**config.mk**
```make
export PLATFORM = sky130hd
export DESIGN_NAME = dp_shift_alu
export DESIGN_NICKNAME = d
export VERILOG_FILES = /design/src/rtl/dp_pkg.sv /design/src/rtl/dp_alu.sv /design/src/rtl/dp_shift_alu.sv
export SDC_FILE = /design/constraint.sdc
export NUM_CORES = 1
export LEC_CHECK = 0
export BUFFER_PORTS_ARGS = -buffer_cell sky130_fd_sc_hd__clkbuf_2
export CORE_AREA = 4 4 154 193
export DETAILED_ROUTE_END_ITERATION = 8
export DIE_AREA = 0 0 158 197
export REMOVE_ABC_BUFFERS = 1
export SYNTH_ARGS = -nofsm -noshare
export SYNTH_HDL_FRONTEND = slang
export SYNTH_SLANG_ARGS = --single-unit
```
**constraint.sdc**
```tcl
create_clock -name clk -period 16.2 [get_ports clk]
set_input_delay 3.24 -clock clk [delete_from_list [all_inputs] [get_ports clk]]
set_output_delay 3.24 -clock clk [all_outputs]
set_load 0.02 [all_outputs]
```
**src/rtl/dp_pkg.sv**
```systemverilog
// Shared definitions for the data-processing execute stage: ARM opcodes,
// shifter encodings, FSM states and opcode classification helpers.
package dp_pkg;

  localparam int DP_W = 32;

  localparam logic [3:0] OP_AND = 4'h0;
  localparam logic [3:0] OP_EOR = 4'h1;
  localparam logic [3:0] OP_SUB = 4'h2;
  localparam logic [3:0] OP_RSB = 4'h3;
  localparam logic [3:0] OP_ADD = 4'h4;
  localparam logic [3:0] OP_ADC = 4'h5;
  localparam logic [3:0] OP_SBC = 4'h6;
  localparam logic [3:0] OP_RSC = 4'h7;
  localparam logic [3:0] OP_TST = 4'h8;
  localparam logic [3:0] OP_TEQ = 4'h9;
  localparam logic [3:0] OP_CMP = 4'hA;
  localparam logic [3:0] OP_CMN = 4'hB;
  localparam logic [3:0] OP_ORR = 4'hC;
  localparam logic [3:0] OP_MOV = 4'hD;
  localparam logic [3:0] OP_BIC = 4'hE;
  localparam logic [3:0] OP_MVN = 4'hF;

  localparam logic [1:0] SH_LSL = 2'b00;
  localparam logic [1:0] SH_LSR = 2'b01;
  localparam logic [1:0] SH_ASR = 2'b10;
  localparam logic [1:0] SH_ROR = 2'b11;

  typedef enum logic [1:0] {
    IDLE  = 2'd0,
    SHIFT = 2'd1,
    ALU   = 2'd2
  } state_t;

  function automatic logic is_logical(input logic [3:0] op);
    return (op == OP_AND) || (op == OP_EOR) || (op == OP_TST) || (op == OP_TEQ) ||
           (op == OP_ORR) || (op == OP_MOV) || (op == OP_BIC) || (op == OP_MVN);
  endfunction

  function automatic logic is_test(input logic [3:0] op);
    return (op == OP_TST) || (op == OP_TEQ) || (op == OP_CMP) || (op == OP_CMN);
  endfunction

endpackage

```
**src/rtl/dp_alu.sv**
```systemverilog
// Combinational ARM data-processing ALU: 16 opcodes over a 33-bit adder,
// producing the result, the new NZCV and the register write enable.
module dp_alu
  import dp_pkg::*;
(
  input  logic [3:0]      opcode,
  input  logic [DP_W-1:0] a,
  input  logic [DP_W-1:0] b,
  input  logic            cin,
  input  logic            cs,
  input  logic [3:0]      nzcv_in,
  output logic [DP_W-1:0] f,
  output logic [3:0]      nzcv,
  output logic            wr
);

  logic [DP_W-1:0] w_x;
  logic [DP_W-1:0] w_y;
  logic            w_ci;
  logic [DP_W:0]   w_sum;
  logic            w_logic;
  logic            w_c;
  logic            w_v;
  logic            w_unused_nzcv;

  assign w_unused_nzcv = &{1'b0, nzcv_in[3:1]};

  // Subtractions are folded into the adder as x + ~y + carry, so the adder
  // carry-out is directly the ARM "not borrow" flag.
  always_comb begin
    w_x  = a;
    w_y  = b;
    w_ci = 1'b0;
    case (opcode)
      OP_SUB, OP_CMP: begin w_y = ~b; w_ci = 1'b1; end
      OP_RSB:         begin w_x = b; w_y = ~a; w_ci = 1'b1; end
      OP_ADC:         begin w_ci = cin; end
      OP_SBC:         begin w_y = ~b; w_ci = cin; end
      OP_RSC:         begin w_x = b; w_y = ~a; w_ci = cin; end
      default:        begin end
    endcase
    w_sum = {1'b0, w_x} + {1'b0, w_y} + {{DP_W{1'b0}}, w_ci};
  end

  always_comb begin
    w_logic = is_logical(opcode);
    f       = w_sum[DP_W-1:0];
    case (opcode)
      OP_AND, OP_TST: f = a & b;
      OP_EOR, OP_TEQ: f = a ^ b;
      OP_ORR:         f = a | b;
      OP_MOV:         f = b;
      OP_BIC:         f = a & ~b;
      OP_MVN:         f = ~b;
      default:        f = w_sum[DP_W-1:0];
    endcase
    w_c  = w_logic ? cs : w_sum[DP_W];
    w_v  = w_logic ? nzcv_in[0]
                   : ((w_x[DP_W-1] == w_y[DP_W-1]) && (w_sum[DP_W-1] != w_x[DP_W-1]));
    nzcv = {f[DP_W-1], (f == '0), w_c, w_v};
    wr   = ~is_test(opcode);
  end

endmodule

```
**src/rtl/dp_shift_alu.sv**
```systemverilog
// Execute stage: iterative 1-bit-per-cycle ARM barrel shifter on B feeding
// the DP ALU, sequenced by an IDLE -> SHIFT -> ALU FSM with start/busy/done.
module dp_shift_alu
  import dp_pkg::*;
#(
  parameter int DATA_W = 32,
  parameter int AMT_W  = 8
) (
  input  logic              clk,
  input  logic              rst_n,
  input  logic              start,
  input  logic [DATA_W-1:0] A,
  input  logic [DATA_W-1:0] B,
  input  logic [DATA_W-1:0] C,
  input  logic [3:0]        opcode,
  input  logic              S,
  input  logic [1:0]        shift_type,
  input  logic [4:0]        shift_imm,
  input  logic              shift_by_reg,
  input  logic [3:0]        NZCV,
  output logic              busy,
  output logic              done,
  output logic [DATA_W-1:0] F_New,
  output logic [3:0]        NZCV_New,
  output logic              write_en,
  output state_t            dbg_state
);

  state_t            r_state;
  logic [DATA_W-1:0] r_a;
  logic [DATA_W-1:0] r_sh;
  logic [5:0]        r_cnt;
  logic              r_cs;
  logic              r_rrx;
  logic [1:0]        r_type;
  logic [3:0]        r_op;
  logic              r_s;
  logic [3:0]        r_nzcv;

  logic [AMT_W-1:0]  w_amt;
  logic [AMT_W-1:0]  w_amt_eff;
  logic [5:0]        w_n;
  logic              w_rrx;
  logic              w_cs0;
  logic              w_unused_c;
  logic [DATA_W-1:0] w_f;
  logic [3:0]        w_nzcv;
  logic              w_wr;

  assign w_unused_c = &{1'b0, C[DATA_W-1:AMT_W]};
  assign dbg_state  = r_state;

  // LSR/ASR immediate #0 encodes a shift of 32; ROR immediate #0 is RRX.
  always_comb begin
    w_amt     = shift_by_reg ? C[AMT_W-1:0] : AMT_W'(shift_imm);
    w_amt_eff = (!shift_by_reg && shift_imm == 5'd0 &&
                 (shift_type == SH_LSR || shift_type == SH_ASR)) ? AMT_W'(32) : w_amt;
    w_rrx     = (shift_type == SH_ROR) && !shift_by_reg && (shift_imm == 5'd0);
    w_cs0     = NZCV[1];
    case (shift_type)
      SH_LSL, SH_LSR: w_n = (w_amt_eff > AMT_W'(33)) ? 6'd33 : w_amt_eff[5:0];
      SH_ASR:         w_n = (w_amt_eff > AMT_W'(32)) ? 6'd32 : w_amt_eff[5:0];
      default: begin
        w_n = w_rrx ? 6'd1 : {1'b0, w_amt[4:0]};
        if (shift_by_reg && w_amt[4:0] == 5'd0 && w_amt != '0) w_cs0 = B[DATA_W-1];
      end
    endcase
  end

  dp_alu u_alu (
    .opcode  (r_op),
    .a       (r_a),
    .b       (r_sh),
    .cin     (r_nzcv[1]),
    .cs      (r_cs),
    .nzcv_in (r_nzcv),
    .f       (w_f),
    .nzcv    (w_nzcv),
    .wr      (w_wr)
  );

  always_ff @(posedge clk or negedge rst_n) begin
    if (!rst_n) begin
      r_state  <= IDLE;
      r_a      <= '0;
      r_sh     <= '0;
      r_cnt    <= '0;
      r_cs     <= 1'b0;
      r_rrx    <= 1'b0;
      r_type   <= SH_LSL;
      r_op     <= OP_AND;
      r_s      <= 1'b0;
      r_nzcv   <= '0;
      busy     <= 1'b0;
      done     <= 1'b0;
      F_New    <= '0;
      NZCV_New <= '0;
      write_en <= 1'b0;
    end else begin
      done <= 1'b0;
      case (r_state)
        IDLE: begin
          if (start) begin
            r_a     <= A;
            r_sh    <= B;
            r_cnt   <= w_n;
            r_cs    <= w_cs0;
            r_rrx   <= w_rrx;
            r_type  <= shift_type;
            r_op    <= opcode;
            r_s     <= S;
            r_nzcv  <= NZCV;
            busy    <= 1'b1;
            r_state <= (w_n == 6'd0) ? ALU : SHIFT;
          end
        end
        SHIFT: begin
          // The last bit shifted out becomes the shifter carry.
          case (r_type)
            SH_LSL: begin r_cs <= r_sh[DATA_W-1]; r_sh <= {r_sh[DATA_W-2:0], 1'b0}; end
            SH_LSR: begin r_cs <= r_sh[0]; r_sh <= {1'b0, r_sh[DATA_W-1:1]}; end
            SH_ASR: begin r_cs <= r_sh[0]; r_sh <= {r_sh[DATA_W-1], r_sh[DATA_W-1:1]}; end
            default: begin
              r_cs <= r_sh[0];
              r_sh <= {(r_rrx ? r_nzcv[1] : r_sh[0]), r_sh[DATA_W-1:1]};
            end
          endcase
          r_cnt <= r_cnt - 6'd1;
          if (r_cnt == 6'd1) r_state <= ALU;
        end
        ALU: begin
          F_New    <= w_f;
          NZCV_New <= r_s ? w_nzcv : r_nzcv;
          write_en <= w_wr;
          done     <= 1'b1;
          busy     <= 1'b0;
          r_state  <= IDLE;
        end
        default: r_state <= IDLE;
      endcase
    end
  end

endmodule
```
# [Yosys cells after proc, flatten, opt, wreduce, memory -nomap -nowiden]
# Cells that the tools add are included.
[totals] output_inout_bits=41 ff_bits=124 latchBits=0 mem_bits_ro=0 memories=0 ram_bits=0
[op_classes] n_eq_ne=27 n_mul=0 reduce_logical=43 bitwise_logic=7 order_cmp=2 shifts=0 n_mux=31 n_addsub=3 n_div=0
[op_table] op="$pmux 32 s6" count=1
[op_table] op="$pmux 32 s2" count=2
[op_table] op="$pmux 32 s3" count=1
[op_table] op="$and 32x32->32" count=2
[op_table] op="$mux 32" count=2
[op_table] op="$not 32->32" count=2
[op_table] op="$add 32x32->33" count=1
[op_table] op="$add 33x1->33" count=1
[op_table] op="$eq 4x4->1 const B" count=8
[op_table] op="$logic_not 32->1" count=1
[op_table] op="$or 32x32->32" count=1
[op_table] op="$xor 32x32->32" count=1
[op_table] op="$pmux 6 s2" count=2
[op_table] op="$mux 6" count=3
[op_table] op="$gt 8x6->1 const B" count=2
[op_table] op="$mux 8" count=2
[op_table] op="$eq 4x3->1 const B" count=3
[op_table] op="$reduce_or 3->1" count=4
[op_table] op="$logic_or 1x1->1" count=11
[op_table] op="$logic_not 5->1" count=2
[op_table] op="$mux 1" count=9
[op_table] op="$eq 2x2->1 const B" count=4
[op_table] op="$eq 4x2->1 const B" count=2
[op_table] op="$reduce_and 2->1" count=4
[op_table] op="other kinds (22)" count=42

# [Logic depth before layout (Yosys ltp)]
[depth] word_depth=11 ltp_mapped=23

# [Cells and area by module]
# Synthesis repeated with hierarchy kept, for this count alone.
[hier_totals] cells_unflattened=1486 hier_area_um2=10991.8
[by_module_without_submodules] module="dp_shift_alu" area_per_inst_um2=5745.5 seq_area_each_um2=3103.0 cells_per_inst=621 instances=1
[by_module_without_submodules] module="dp_alu" area_per_inst_um2=5246.3 seq_area_each_um2=0.0 cells_per_inst=865 instances=1

# [Worst setup path before layout]
# No wires, ideal clock.
[synth_timing] kind="flip-flop to flip-flop" start="register r_op[1]" end="register NZCV_New[2]" required_ns=16.108 path_slack_ns=11.056 path_buffers=7 arrival_time_ns=5.052 stages_incl_launch_ff=23 setup_time_ns=0.092 cell_sequence="dfrtp_1 buf_6 buf_4 buf_6 clkbuf_1 clkbuf_1 nand2_1 clkbuf_1 buf_1 nor2_1 a21oi_1 fa_1 fa_1 nand2b_1 a211oi_2 o21ai_1 a21o_1 a211o_1 a2111o_1 a2111oi_2 nand4_1 or4_1 o31ai_2"
[synth_via] elab_chain_len=8 word_cells_on_any_way=28 cone_classes="add/sub: 2; eq/ne: 13; mux: 5; reduce/logical: 8"
[synth_lines] element="start: declaration" line="dp_shift_alu.sv:36" source="logic [3:0] r_op;"
[synth_lines] element="start signal: assignment" line="dp_shift_alu.sv:110" source="r_op <= opcode;"
[synth_lines] element="$eq 4x2->1, or another cell as far along" line="dp_alu.sv:34" source="case (opcode)"
[synth_lines] element="$reduce_or 3->1 (no source line) or $reduce_or 2->1 (tied branches)"
[synth_lines] element="$pmux 32 s2 or $mux 32 (tied branches)" line="dp_alu.sv:34"
[synth_lines] element="$add 32x32->33" line="dp_alu.sv:42" source="w_sum = {1'b0, w_x} + {1'b0, w_y} + {{DP_W{1'b0}}, w_ci};"
[synth_lines] element="$add 33x1->33" line="dp_alu.sv:42"
[synth_lines] element="$pmux 32 s6 *" line="dp_alu.sv:48" source="case (opcode)"
[synth_lines] element="$logic_not 32->1 *" line="dp_alu.sv:60" source="nzcv = {f[DP_W-1], (f == '0), w_c, w_v};"
[synth_lines] element="$mux 4 *" line="dp_shift_alu.sv:133" source="NZCV_New <= r_s ? w_nzcv : r_nzcv;"
[synth_lines] element="end signal: assignment" line="dp_shift_alu.sv:133"
[synth_lines] element="end: declaration" line="dp_shift_alu.sv:24" source="output logic [3:0] NZCV_New,"
# Mark *: on every way between the ends. The rest lies on a longest branch, timed or not.
# A chain may end at the register's enable or synchronous reset.

# [Worst setup path in the final report]
[layout_timing] start="register r_op[0]" end="register NZCV_New[2]"
# The elaborated chain is that of the path after synthesis.

==> impl_metrics.py <==
metrics = {
    "logic_synthesis": {
        "syn_area_sq_um": 11000,
        "yosysWarnings": 0,
        "avgSynthCellArea_sq_um": 7.29,
        "synthCells": 1510,
        "ys.flop_type": "dfrtp_1",
        "synth_seq_area_share": 0.282,
        "synth_edf_count": 0,
        "yosys_register_bits": 124,
        "yosysUniqueCellTypes": 79,
        "async_reset_ff_frac": 1.00,
    },
    "global_routing": {
        "grt_max_degree": 98,
        "grt_pass1_vias": 11000,
        "antenna_found_initial": 1,
        "grt-ovfl-total": 0,
        "gr-usage-all-layers": 0.240,
        "grt_pass1_wl_um": 59500,
    },
    "setup_path": {
        "end_kind": "flop",
        "path_class": "reg2reg",
        "critPathLaunchType": "flop",
        "r2r_cells": 19,
        "path_max_fanout": 38,
        "worstPathRequired_ns": 16.56,
        "cp.arrival_ns": 6.50,
    },
    "run": {
        "maxCapViolCount": 0,
    },
    "route": {
        "vias_per_cell": 5.91,
        "drc": 0,
        "drt_iter0_markers": 1022,
        "dr.pass1.iters": 8,
        "routed-via-count": 11300,
        "wl_um": 37300,
        "drtAntennaViolNets": 0,
        "wl_per_cell_um": 19.5,
    },
    "sta": {
        "tightest_slew_ns": 0.976,
        "relSlewSlack": 0.349,
        "slew_viol_final": 0,
        "fin_skew_ns": 0.0113,
        "rsz0062_at_grt": "false",
        "finalCritPeriodShare": 0.379,
        "post-route-min-period_ns": 6.15,
        "finalHoldViolCount": 0,
        "fmaxAchievable_mhz": 163,
        "setup_viol": 0,
        "finalSetupTns_ns": 0,
    },
    "place": {
        "hpwl_um": 25900,
        "port_buffers": 132,
        "place_congestion": 0.968,
    },
    "clocking": {
        "insertion_delay_ns": 0.45,
        "postCtsSetupRepairBufs": 0,
        "ctsRootBufferMaster": "clkbuf_16",
        "cts.clk_slew.worst_paths_ns": 0.06,
        "clock_path_buffers": 2,
        "cts_tree": "yes",
        "cts_resized": 0,
        "cts_hold_buffers": 0,
        "cts_made_buffers": 17,
        "htreeDepth": 4,
        "cts_sinks": 124,
    },
    "die": {
        "design.core.area_sq_um": 27700,
        "ios": 157,
        "die_y_um": 197,
        "start_util": 0.398,
        "die_x_um": 158,
        "rows": 68,
        "dieArea_sq_um": 31100,
    },
    "cells_and_area": {
        "area_growth_pct": 12.0,
        "fin_nets": 1740,
        "drive_above_1_share": 0.143,
        "diodes": 0,
    },
    "hold_path": {
        "min_path_type": "reg2reg",
        "hold_depth": 2,
    },
    "run_status": {
        "status": "finished, final reports clean",
    },
}
[cell families after synthesis]
logic type / share of synthesized area
compound gates: 0.314
mux: 0.0221
simple gates: 0.207
flops: 0.282
xor+xnor: 0.0111
buf+inv: 0.0811
fa+ha+maj: 0.0832
[cell type report]
cell class	instances	area, sq um
fillers	2847	15300
multi-input cells	1170	7040
flip-flops and latches	124	3100
repair buffers	153	825
well taps	350	438
clock buffers	17	425
inverters	86	323
clock inverters	15	164
[metal layers]
layer / GRT usage / share of wire
met5: 0 / 0.00029
met4: 0.0847 / 0.029
met3: 0.0338 / 0.056
met2: 0.396 / 0.47
met1: 0.320 / 0.44
[stage by stage]
stage               std cells  utilization  worst slack [ns]  instance area, sq um  hold slack [ns]
CTS                      1915        0.446             10.18                 12300            0.470
global placement         1883        0.424             10.19                 11700            0.453
floorplan                1380            -              4.81                 10400            0.438
global route             1915        0.446              9.75                 12300            0.501
detailed placement       1883        0.424             10.18                 11700            0.456
finish                   1915        0.446             10.05                 12300            0.464
[critical path: stages (launching register included)]
cell,delay [ns]
dfrtp_1,0.35
buf_4,0.27
inv_1,0.12
buf_4,0.48
and3_1,0.75
buf_4,0.37
o21ai_0,0.10
o21ai_0,0.13
inv_1,0.09
fa_1,0.41
nand2b_1,0.19
a211oi_2,0.40
o21ai_0,0.30
a31oi_1,0.46
xnor2_1,0.18
o2111ai_1,0.22
a2111oi_2,0.42
nand4_1,0.12
or4_1,0.47
o31ai_2,0.18
[sequential cells by signal, indices dropped and copies added (netlist names)]
signal,cells
r_a,32
dbg_state,2
busy,1
done,1
r_cs,1
r_sh,32
r_type,2
r_rrx,1
write_en,1
NZCV_New,4
r_nzcv,4
r_s,1
F_New,32
r_cnt,6
r_op,4
[final timing paths]
kind	startpoint	to	slack (ns)
setup / recovery	r_op[0]	NZCV_New[2]	10.05
hold / removal	F_New[26]	F_New[26]	0.46
setup reg to reg	r_op[0]	NZCV_New[2]	10.05
hold reg to reg	F_New[26]	F_New[26]	0.46
max in group asynchronous	rst_n	r_op[1]	12.05
min in group asynchronous	rst_n	r_op[0]	2.75
[cell usage after synthesis, drive strengths merged, types with 21 or more instances]
| library cell | count | share of area |
|---|---|---|
| inv | 85 | 0.029 |
| nor2 | 93 | 0.032 |
| a211oi | 48 | 0.035 |
| a21oi | 81 | 0.038 |
| nand2 | 294 | 0.10 |
| nand3 | 37 | 0.017 |
| nor3 | 21 | 0.0096 |
| buf | 34 | 0.019 |
| clkbuf | 96 | 0.033 |
| dfrtp | 124 | 0.28 |
| a31oi | 43 | 0.024 |
| ha | 70 | 0.080 |
| o21ai | 197 | 0.090 |
[placed cells by master, fill, tap and decap left out, types with 7 or more instances in the layout]
master     Yosys  final
nand2_1      293    291
o21ai_0      190    190
clkbuf_2       0    131
dfrtp_1      124    123
nor2_1        93     90
inv_1         84     84
a21oi_1       78     78
ha_1          70     70
a211oi_1      45     45
a31oi_1       43     43
nand3_1       37     37
buf_4          3     21
nand4_1       20     20
nor3_1        21     20
o221ai_1      17     17
clkbuf_16      0     17
a21o_1        16     16
o211ai_1      16     16
o21a_1        15     15
a22oi_1       15     15
mux2i_1       13     13
o31ai_1       11     11
or3_1         10     10
and3_1         9      9
mux2_2         9      9
xnor2_1        9      9
o22ai_1        8      8
nor2b_1        7      7
a22o_1         7      7
Power is left out: the tool's default activity adds up to more than one toggle a clock period on the data nets, which glitch-free logic cannot reach.
